==> config.mk <==
export PLATFORM = sky130hd
export DESIGN_NAME = alu_operand_pipe
export DESIGN_NICKNAME = d
export VERILOG_FILES = /design/src/rtl/alu_pkg.sv /design/src/rtl/operand_select.sv /design/src/rtl/alu_operand_pipe.sv
export SDC_FILE = /design/constraint.sdc
export NUM_CORES = 1
export LEC_CHECK = 0
export CORE_UTILIZATION = 49
export DETAILED_ROUTE_END_ITERATION = 12
export GPL_ROUTABILITY_DRIVEN = 0
export PLACE_DENSITY = 0.81
export SLEW_MARGIN = 20
export SYNTH_ARGS = -nofsm -noshare
export SYNTH_HDL_FRONTEND = slang
export SYNTH_HIERARCHICAL = 1
export SYNTH_SLANG_ARGS = --single-unit
==> constraint.sdc <==
create_clock -name clk -period 1.57 [get_ports clk]
set_input_delay 0.2355 -clock clk [delete_from_list [all_inputs] [get_ports clk]]
set_output_delay 0.2355 -clock clk [all_outputs]
set_load 0.005 [all_outputs]
==> src/rtl/alu_pkg.sv <==
// alu_pkg
//   Shared definitions for the ALU operand pipeline: default operand width,
//   default number of selectable sources, and the skid-buffer state encoding.
package alu_pkg;

  localparam int ALU_WIDTH = 32;
  localparam int ALU_NSRC  = 4;

  // Occupancy of the two-entry skid buffer.
  typedef enum logic [1:0] {
    EMPTY = 2'd0,
    ONE   = 2'd1,
    FULL  = 2'd2
  } pipe_state_e;

endpackage

==> src/rtl/operand_select.sv <==
// operand_select
//   Combinational NSRC:1 source multiplexer with out-of-range detection.
//   Ports:
//     src_data     in  NSRC*WIDTH  flat source bus, source k at [k*WIDTH +: WIDTH]
//     sel          in  SELW        source index
//     data         out WIDTH       selected source, all-zero when sel >= NSRC
//     out_of_range out 1           sel >= NSRC
module operand_select #(
  parameter int WIDTH = 32,
  parameter int NSRC  = 4,
  parameter int SELW  = (NSRC > 1) ? $clog2(NSRC) : 1
) (
  input  logic [NSRC*WIDTH-1:0] src_data,
  input  logic [SELW-1:0]       sel,
  output logic [WIDTH-1:0]      data,
  output logic                  out_of_range
);

  // One extra bit so NSRC itself is representable (e.g. NSRC=4 with SELW=2).
  localparam logic [SELW:0] NSRC_L = NSRC[SELW:0];

  assign out_of_range = ({1'b0, sel} >= NSRC_L);

  // Indices that match no source fall through to the zero default, which is
  // exactly the required out-of-range result.
  always_comb begin
    data = '0;
    for (int k = 0; k < NSRC; k++) begin
      if (sel == k[SELW-1:0]) begin
        data = src_data[k*WIDTH +: WIDTH];
      end
    end
  end

endmodule

==> src/rtl/alu_operand_pipe.sv <==
// alu_operand_pipe
//   Selects operands A and B from a flat source bus and holds them in a
//   two-entry skid buffer (main + skid) feeding the ALU with valid/ready
//   handshakes on both sides.
//   Ports:
//     clk, reset        clock, synchronous active-high reset
//     in_valid/in_ready upstream request handshake
//     src_data          NSRC*WIDTH flat source bus
//     sel_a, sel_b      source indices for operands A and B
//     out_valid/out_ready ALU-side handshake
//     op_a, op_b        registered operand pair (main entry)
//     sel_err           sticky: an accepted request had an index >= NSRC
module alu_operand_pipe
  import alu_pkg::*;
#(
  parameter int WIDTH = ALU_WIDTH,
  parameter int NSRC  = ALU_NSRC,
  parameter int SELW  = (NSRC > 1) ? $clog2(NSRC) : 1
) (
  input  logic                  clk,
  input  logic                  reset,
  input  logic                  in_valid,
  output logic                  in_ready,
  input  logic [NSRC*WIDTH-1:0] src_data,
  input  logic [SELW-1:0]       sel_a,
  input  logic [SELW-1:0]       sel_b,
  output logic                  out_valid,
  input  logic                  out_ready,
  output logic [WIDTH-1:0]      op_a,
  output logic [WIDTH-1:0]      op_b,
  output logic                  sel_err
);

  pipe_state_e      state_q, state_d;
  logic [WIDTH-1:0] main_a_q, main_a_d, main_b_q, main_b_d;
  logic [WIDTH-1:0] skid_a_q, skid_a_d, skid_b_q, skid_b_d;
  logic             sel_err_q, sel_err_d;
  logic             in_ready_q, in_ready_d;
  logic             out_valid_q, out_valid_d;

  logic [WIDTH-1:0] new_a, new_b;
  logic             err_a, err_b;
  logic             accept, consume;

  operand_select #(.WIDTH(WIDTH), .NSRC(NSRC), .SELW(SELW)) u_sel_a (
    .src_data     (src_data),
    .sel          (sel_a),
    .data         (new_a),
    .out_of_range (err_a)
  );

  operand_select #(.WIDTH(WIDTH), .NSRC(NSRC), .SELW(SELW)) u_sel_b (
    .src_data     (src_data),
    .sel          (sel_b),
    .data         (new_b),
    .out_of_range (err_b)
  );

  assign accept  = in_valid & in_ready_q;
  assign consume = out_valid_q & out_ready;

  // The main entry is always the one presented to the ALU; the skid entry
  // only absorbs a request that arrives while main is stalled.
  always_comb begin
    state_d   = state_q;
    main_a_d  = main_a_q;
    main_b_d  = main_b_q;
    skid_a_d  = skid_a_q;
    skid_b_d  = skid_b_q;
    sel_err_d = sel_err_q | (accept & (err_a | err_b));

    case (state_q)
      EMPTY: begin
        if (accept) begin
          main_a_d = new_a;
          main_b_d = new_b;
          state_d  = ONE;
        end
      end
      ONE: begin
        if (accept && consume) begin
          main_a_d = new_a;
          main_b_d = new_b;
        end else if (accept) begin
          skid_a_d = new_a;
          skid_b_d = new_b;
          state_d  = FULL;
        end else if (consume) begin
          state_d = EMPTY;
        end
      end
      FULL: begin
        // in_ready is low here, so only a consume can happen.
        if (consume) begin
          main_a_d = skid_a_q;
          main_b_d = skid_b_q;
          state_d  = ONE;
        end
      end
      default: state_d = EMPTY;
    endcase

    // Handshake outputs are registered copies of the next-state decode, so
    // in_ready has no combinational path from out_ready.
    in_ready_d  = (state_d != FULL);
    out_valid_d = (state_d != EMPTY);
  end

  always_ff @(posedge clk) begin
    if (reset) begin
      state_q     <= EMPTY;
      main_a_q    <= '0;
      main_b_q    <= '0;
      skid_a_q    <= '0;
      skid_b_q    <= '0;
      sel_err_q   <= 1'b0;
      in_ready_q  <= 1'b1;
      out_valid_q <= 1'b0;
    end else begin
      state_q     <= state_d;
      main_a_q    <= main_a_d;
      main_b_q    <= main_b_d;
      skid_a_q    <= skid_a_d;
      skid_b_q    <= skid_b_d;
      sel_err_q   <= sel_err_d;
      in_ready_q  <= in_ready_d;
      out_valid_q <= out_valid_d;
    end
  end

  assign in_ready  = in_ready_q;
  assign out_valid = out_valid_q;
  assign op_a      = main_a_q;
  assign op_b      = main_b_q;
  assign sel_err   = sel_err_q;

endmodule
After elaboration in Yosys (flattened, before gate mapping)
Index checks and enable logic that the tools add are counted.
Word-level totals
  bits of input ports: 136
  output and inout bits: 67
  register bits: 132
  word-level logic and storage cells: 52
Operators by class
  mux-type cells: 22
  bitwise logic cells: 3
  equal/unequal tests: 12
  reduce and logical (&&, ||, !) cells: 8
Operator list (number)
  2-to-1 mux 32 bit: 14
  one-hot mux 32 bit (3 select lines): 2
  == test 2 bit, second input constant: 5
  2-to-1 mux 2 bit: 5
  inequality test 2 bit, second input constant: 4
  == test 2 x 1 -> 1 bit, second input constant: 3
  zero test 2 bit: 3
  one-hot mux 2 bit (3 select lines): 1
  AND reduction 4 bit: 1
  AND reduction 3 bit: 1
  nonzero test 3 bit: 1
  AND 1 bit: 2
  nonzero test 2 bit: 1
  logical AND 1 bit: 1
  NOT 1 bit: 1

Logic depth before layout (Yosys ltp)
  depth after elaboration: 7
  gate-level depth with buffers: 6
  mapped depth without buffers: 3

By module
The synthesis kept the hierarchy.
By module, submodules not included
  alu_operand_pipe: area each 5848.1 um^2, cells each 616, times used 1, seq. area each 2662.6 um^2
  operand_select: area each 825.8 um^2, cells each 41, times used 2, seq. area each 0.0 um^2

Least setup slack after synthesis
OpenSTA, ideal clock, no wires.
  kind: input to register
  start point: input port sel_b[0]
  end point: register main_b_q[1] (netlist: op_b[1])
  path slack: 0.191 ns
  setup time: 0.137 ns
  path buffers: 2
  stages on the path: 5
  data required time: 1.433 ns
  data arrival time: 1.241 ns
  cell sequence: buf_6 -> buf_12 -> mux4_2 -> mux2i_1 -> a211oi_2
Between the ends
  longest elaborated chain between the ends: 7
  elaborated cells between the ends (all ways): 11
  classes of those cells: eq/ne: 3; mux: 7; reduce/logical: 1
Ends and longest elaborated chain
  start, declared: line alu_operand_pipe.sv:26  | input logic [SELW-1:0] sel_b,
  zero test 2 bit: line operand_select.sv:29  | if (sel == k[SELW-1:0]) begin
  2-to-1 mux 32 bit (3 in series): line operand_select.sv:29
  2-to-1 mux 32 bit (*): line operand_select.sv:29
  named net new_b[1]: line alu_operand_pipe.sv:41  | logic [WIDTH-1:0] new_a, new_b;
  2-to-1 mux 32 bit, on equally long branches: line alu_operand_pipe.sv:81, alu_operand_pipe.sv:74
  one-hot mux 32 bit (3 select lines) (*): line alu_operand_pipe.sv:72  | case (state_q)
  end signal, assigned: line alu_operand_pipe.sv:122  | main_b_q <= main_b_d;
  end, declared: line alu_operand_pipe.sv:35  | logic [WIDTH-1:0] main_a_q, main_a_d, main_b_q, main_b_d;
The timed path passes the listed nets; every way through them passes the cells marked *. The select of a mux whose other input is x is not followed.
A chain may end at the register's enable or synchronous reset.

Worst setup path after layout
  start point: register main_b_q[21] (netlist: op_b[21])
  end point: output port op_b[21]
RTL lines
  end, declared: line alu_operand_pipe.sv:30  | output logic [WIDTH-1:0] op_b,
No word-level cell between the ends.

==> summary.md <==
| Metric | Value |
|---|---|
| RSZ-0062 raised after global routing | `false` |
| Tightest Pin Transition | `0.567 ns` |
| Number of global-route vias before repair | `6961` |
| Fin. max-slew vios | `0` |
| Synth async-reset ratio | `0` |
| Post-DP HPWL | `15800 um` |
| CP endpoint kind | `output pin` |
| Post-synth EDFFs | `0` |
| Final Power | `0.0109 W` |
| Via-to-Cell Ratio | `6.50` |
| First-pass GRT wire length | `36000 um` |
| Seq. cell area | `2680 sq um` |
| Delay of the slowest cell on the worst path | `0.52 ns` |
| Num Clock Sinks | `133` |
| Drt total wl | `22600 um` |
| Synth top area share | `0.355` |
| PortBufs | `202` |
| Root buf cell | `clkbuf_16` |
| Internal power | `0.00775 W` |
| Library cells used by synthesis | `33` |
| Final hold slack | `0.331 ns` |
| Net switching power figure | `0.00311 W` |
| Pwr per Cell Area | `1040 nW/um^2` |
| Mapped Area | `7500 sq um` |
| # diodes | `0` |
| Max Clock Freq | `0.649 GHz` |
| Logic pwr share | `0.282` |
| Synthesized area per cell | `10.7 sq um` |
| Yosys top cell by area | `dfxtp_1` |
| Hold Vio Cnt, Final | `0` |
| Worst-path cell chain | `clkdlybuf4s50_1` |
| Largest net degree at the start of global routing | `50` |
| Die width | `126 um` |
| Area contributors post-synth | `dfxtp_1 (36%), mux4_2 (18%), a211oi_1 (12%), mux2i_1 (8.5%), a21oi_1 (4.4%)` |
| Pre-CTS setup slack | `-0.249 ns` |
| Required @ worst endpoint | `1.33 ns` |
| Starting Density | `0.508` |
| Fin util | `0.704` |
| Congestion Overflow GR | `0` |
| Buf/Inv on CP | `1` |
| Via count | `6924` |
| Nets | `1005` |
| Clock buffer depth | `2` |
| Flop pwr share | `0.363` |
| Final Setup Violations | `0` |
| Layout cell share with drive strength beyond 1 | `0.185` |
| DRC | `0` |
| Rows | `44` |
| Most numerous cell in the Yosys netlist | `dfxtp_1` |
| Fin crit period | `1.54 ns` |
| Gr usage total | `0.287` |
| Cell family with most CP delay | `buffers and inverters` |
| Pleak | `4.01 nW` |
| Sequential fraction of the synthesis area | `0.355` |
| Yosys reg bits | `133` |
| Fill cell total of the finished layout | `1017` |
| List of most frequent post-synthesis cells | `dfxtp_1 (133), a211oi_1 (121), a21oi_1 (66)` |
| Syn Nets | `834` |
| Clk network pwr share | `0.355` |
| Worst path slowest cell | `clkdlybuf4s50_1` |
| Clk_skew | `0.00694 ns` |
| Total of max-cap violations | `0` |
| Outcome | `completed` |
| Multi-input combinational cell area | `4260 sq um` |
| H-tree depth | `4` |
| Yosys warns | `6` |
| Mapped Cells | `698` |
| DR iter-0 viols | `733` |
| Setup ws final | `0.0281 ns` |
| Core Footprint | `14800 sq um` |
| Max VDD drop | `983 uV` |
| Boundary pin count | `203` |
| Die H | `126 um` |
| Main synth FF type | `dfxtp_1` |
| CP Launch Type | `flip-flop` |
| Crit share post-route | `0.982` |
| CTS tree | `built` |
| Sw frac | `0.287` |
| CP Max Fanout | `2` |
| Routed wire per std cell | `21.2 um` |
| Max-slew headroom | `0.622` |
| Num CTS Buffers | `17` |
| Worst Path Class, Setup | `reg2out` |
| Die area | `15800 sq um` |
| CTS Hold Bufs | `0` |
| Worst hold-check path type | `in2reg` |
| Syn-to-layout area delta | `38.6%` |
| Initial antenna violation count | `0` |
| Drt pass-1 iters | `8` |
| CP arrival | `1.31 ns` |
| Setup TNS | `0 ns` |
| Post-route ant nets | `0` |
| Worst-Skew Late Latency | `0.41 ns` |
| Clock-pin slew on the worst setup and hold paths | `0.06 ns` |
## timing repair
item | in CTS | in global routing
setup buffers | 0 | 1
gates resized for setup | 5 | 16
endpoints found under the setup margin | 6 | 16
## cells by family after synthesis
logic type,synth area share
compound gates,0.229
buf+inv,0.0834
flops,0.355
mux,0.280
other cells,0.00100
simple gates,0.0517
## stage by stage
step                      cell area [sq um]  cells
final                                 10400   1066
after global routing                  10400   1066
after CTS                             10300   1065
after detailed placement               9760   1033
after global placement                 9760   1033
after floorplan                        7500    698
## state kept, by name, indices dropped and copies added (netlist names)
register and flops:
op_a 32, op_b 32, skid_a_q 32, skid_b_q 32, state_q 2, in_ready 1
out_valid 1, sel_err 1
## power groups by stage
| stage | sequential (W) | combinational (W) | clock, W |
|---|---|---|---|
| floorplan | 0.00396 | 0.00162 | 0 |
| global placement | 0.00399 | 0.00290 | 0 |
| detailed placement | 0.00400 | 0.00301 | 0 |
| CTS | 0.00394 | 0.00303 | 0.00388 |
| global route | 0.00398 | 0.00325 | 0.00404 |
| finish | 0.00394 | 0.00306 | 0.00386 |
## path summary, 6_finish.rpt
kind                            startpoint  endpoint  slack (ns)  depth (start not counted)
worst max-delay path              op_b[21]  op_b[21]        0.03                          1
worst min-delay path                 reset   sel_err        0.33                          2
worst max register to register  state_q[0]  op_a[27]        0.05                          4
worst min register to register     sel_err   sel_err        0.44                          2
## cells in the final DEF, fill, tap and decap left out, types with 2 or more instances in the layout
master / Yosys / layout
dlymetal6s2s_1: 0 / 7
mux2i_1: 64 / 64
bufinv_16: 0 / 2
dfxtp_2: 0 / 7
clkbuf_16: 0 / 17
clkdlybuf4s50_1: 0 / 189
a21oi_1: 66 / 66
nand3_1: 64 / 64
mux4_2: 60 / 60
nand2_1: 3 / 3
conb_1: 2 / 2
buf_12: 9 / 24
a211oi_1: 121 / 119
clkinv_2: 0 / 5
buf_4: 7 / 19
buf_2: 38 / 4
dfxtp_1: 133 / 125
o21ai_0: 65 / 65
buf_6: 5 / 2
clkinvlp_4: 0 / 4
mux4_1: 4 / 4
a211oi_2: 7 / 9
## cell type report
class	instances	share of cell area
clock inverter	13	0.0128
sequential	133	0.257
timing repair buffer	246	0.255
multi-input combinational	470	0.409
inverter	1	0.000361
clock buffer	19	0.0426
tap	184	0.0222
## layer usage
metal,up-vias,wire [um],global-route usage
met1,3418,8930,0.348
met4,0,459,0.0990
met5,-,0,0
li1,3112,-,-
met2,359,11500,0.497
met3,35,1720,0.0705
(Power assumes the default switching activity.)
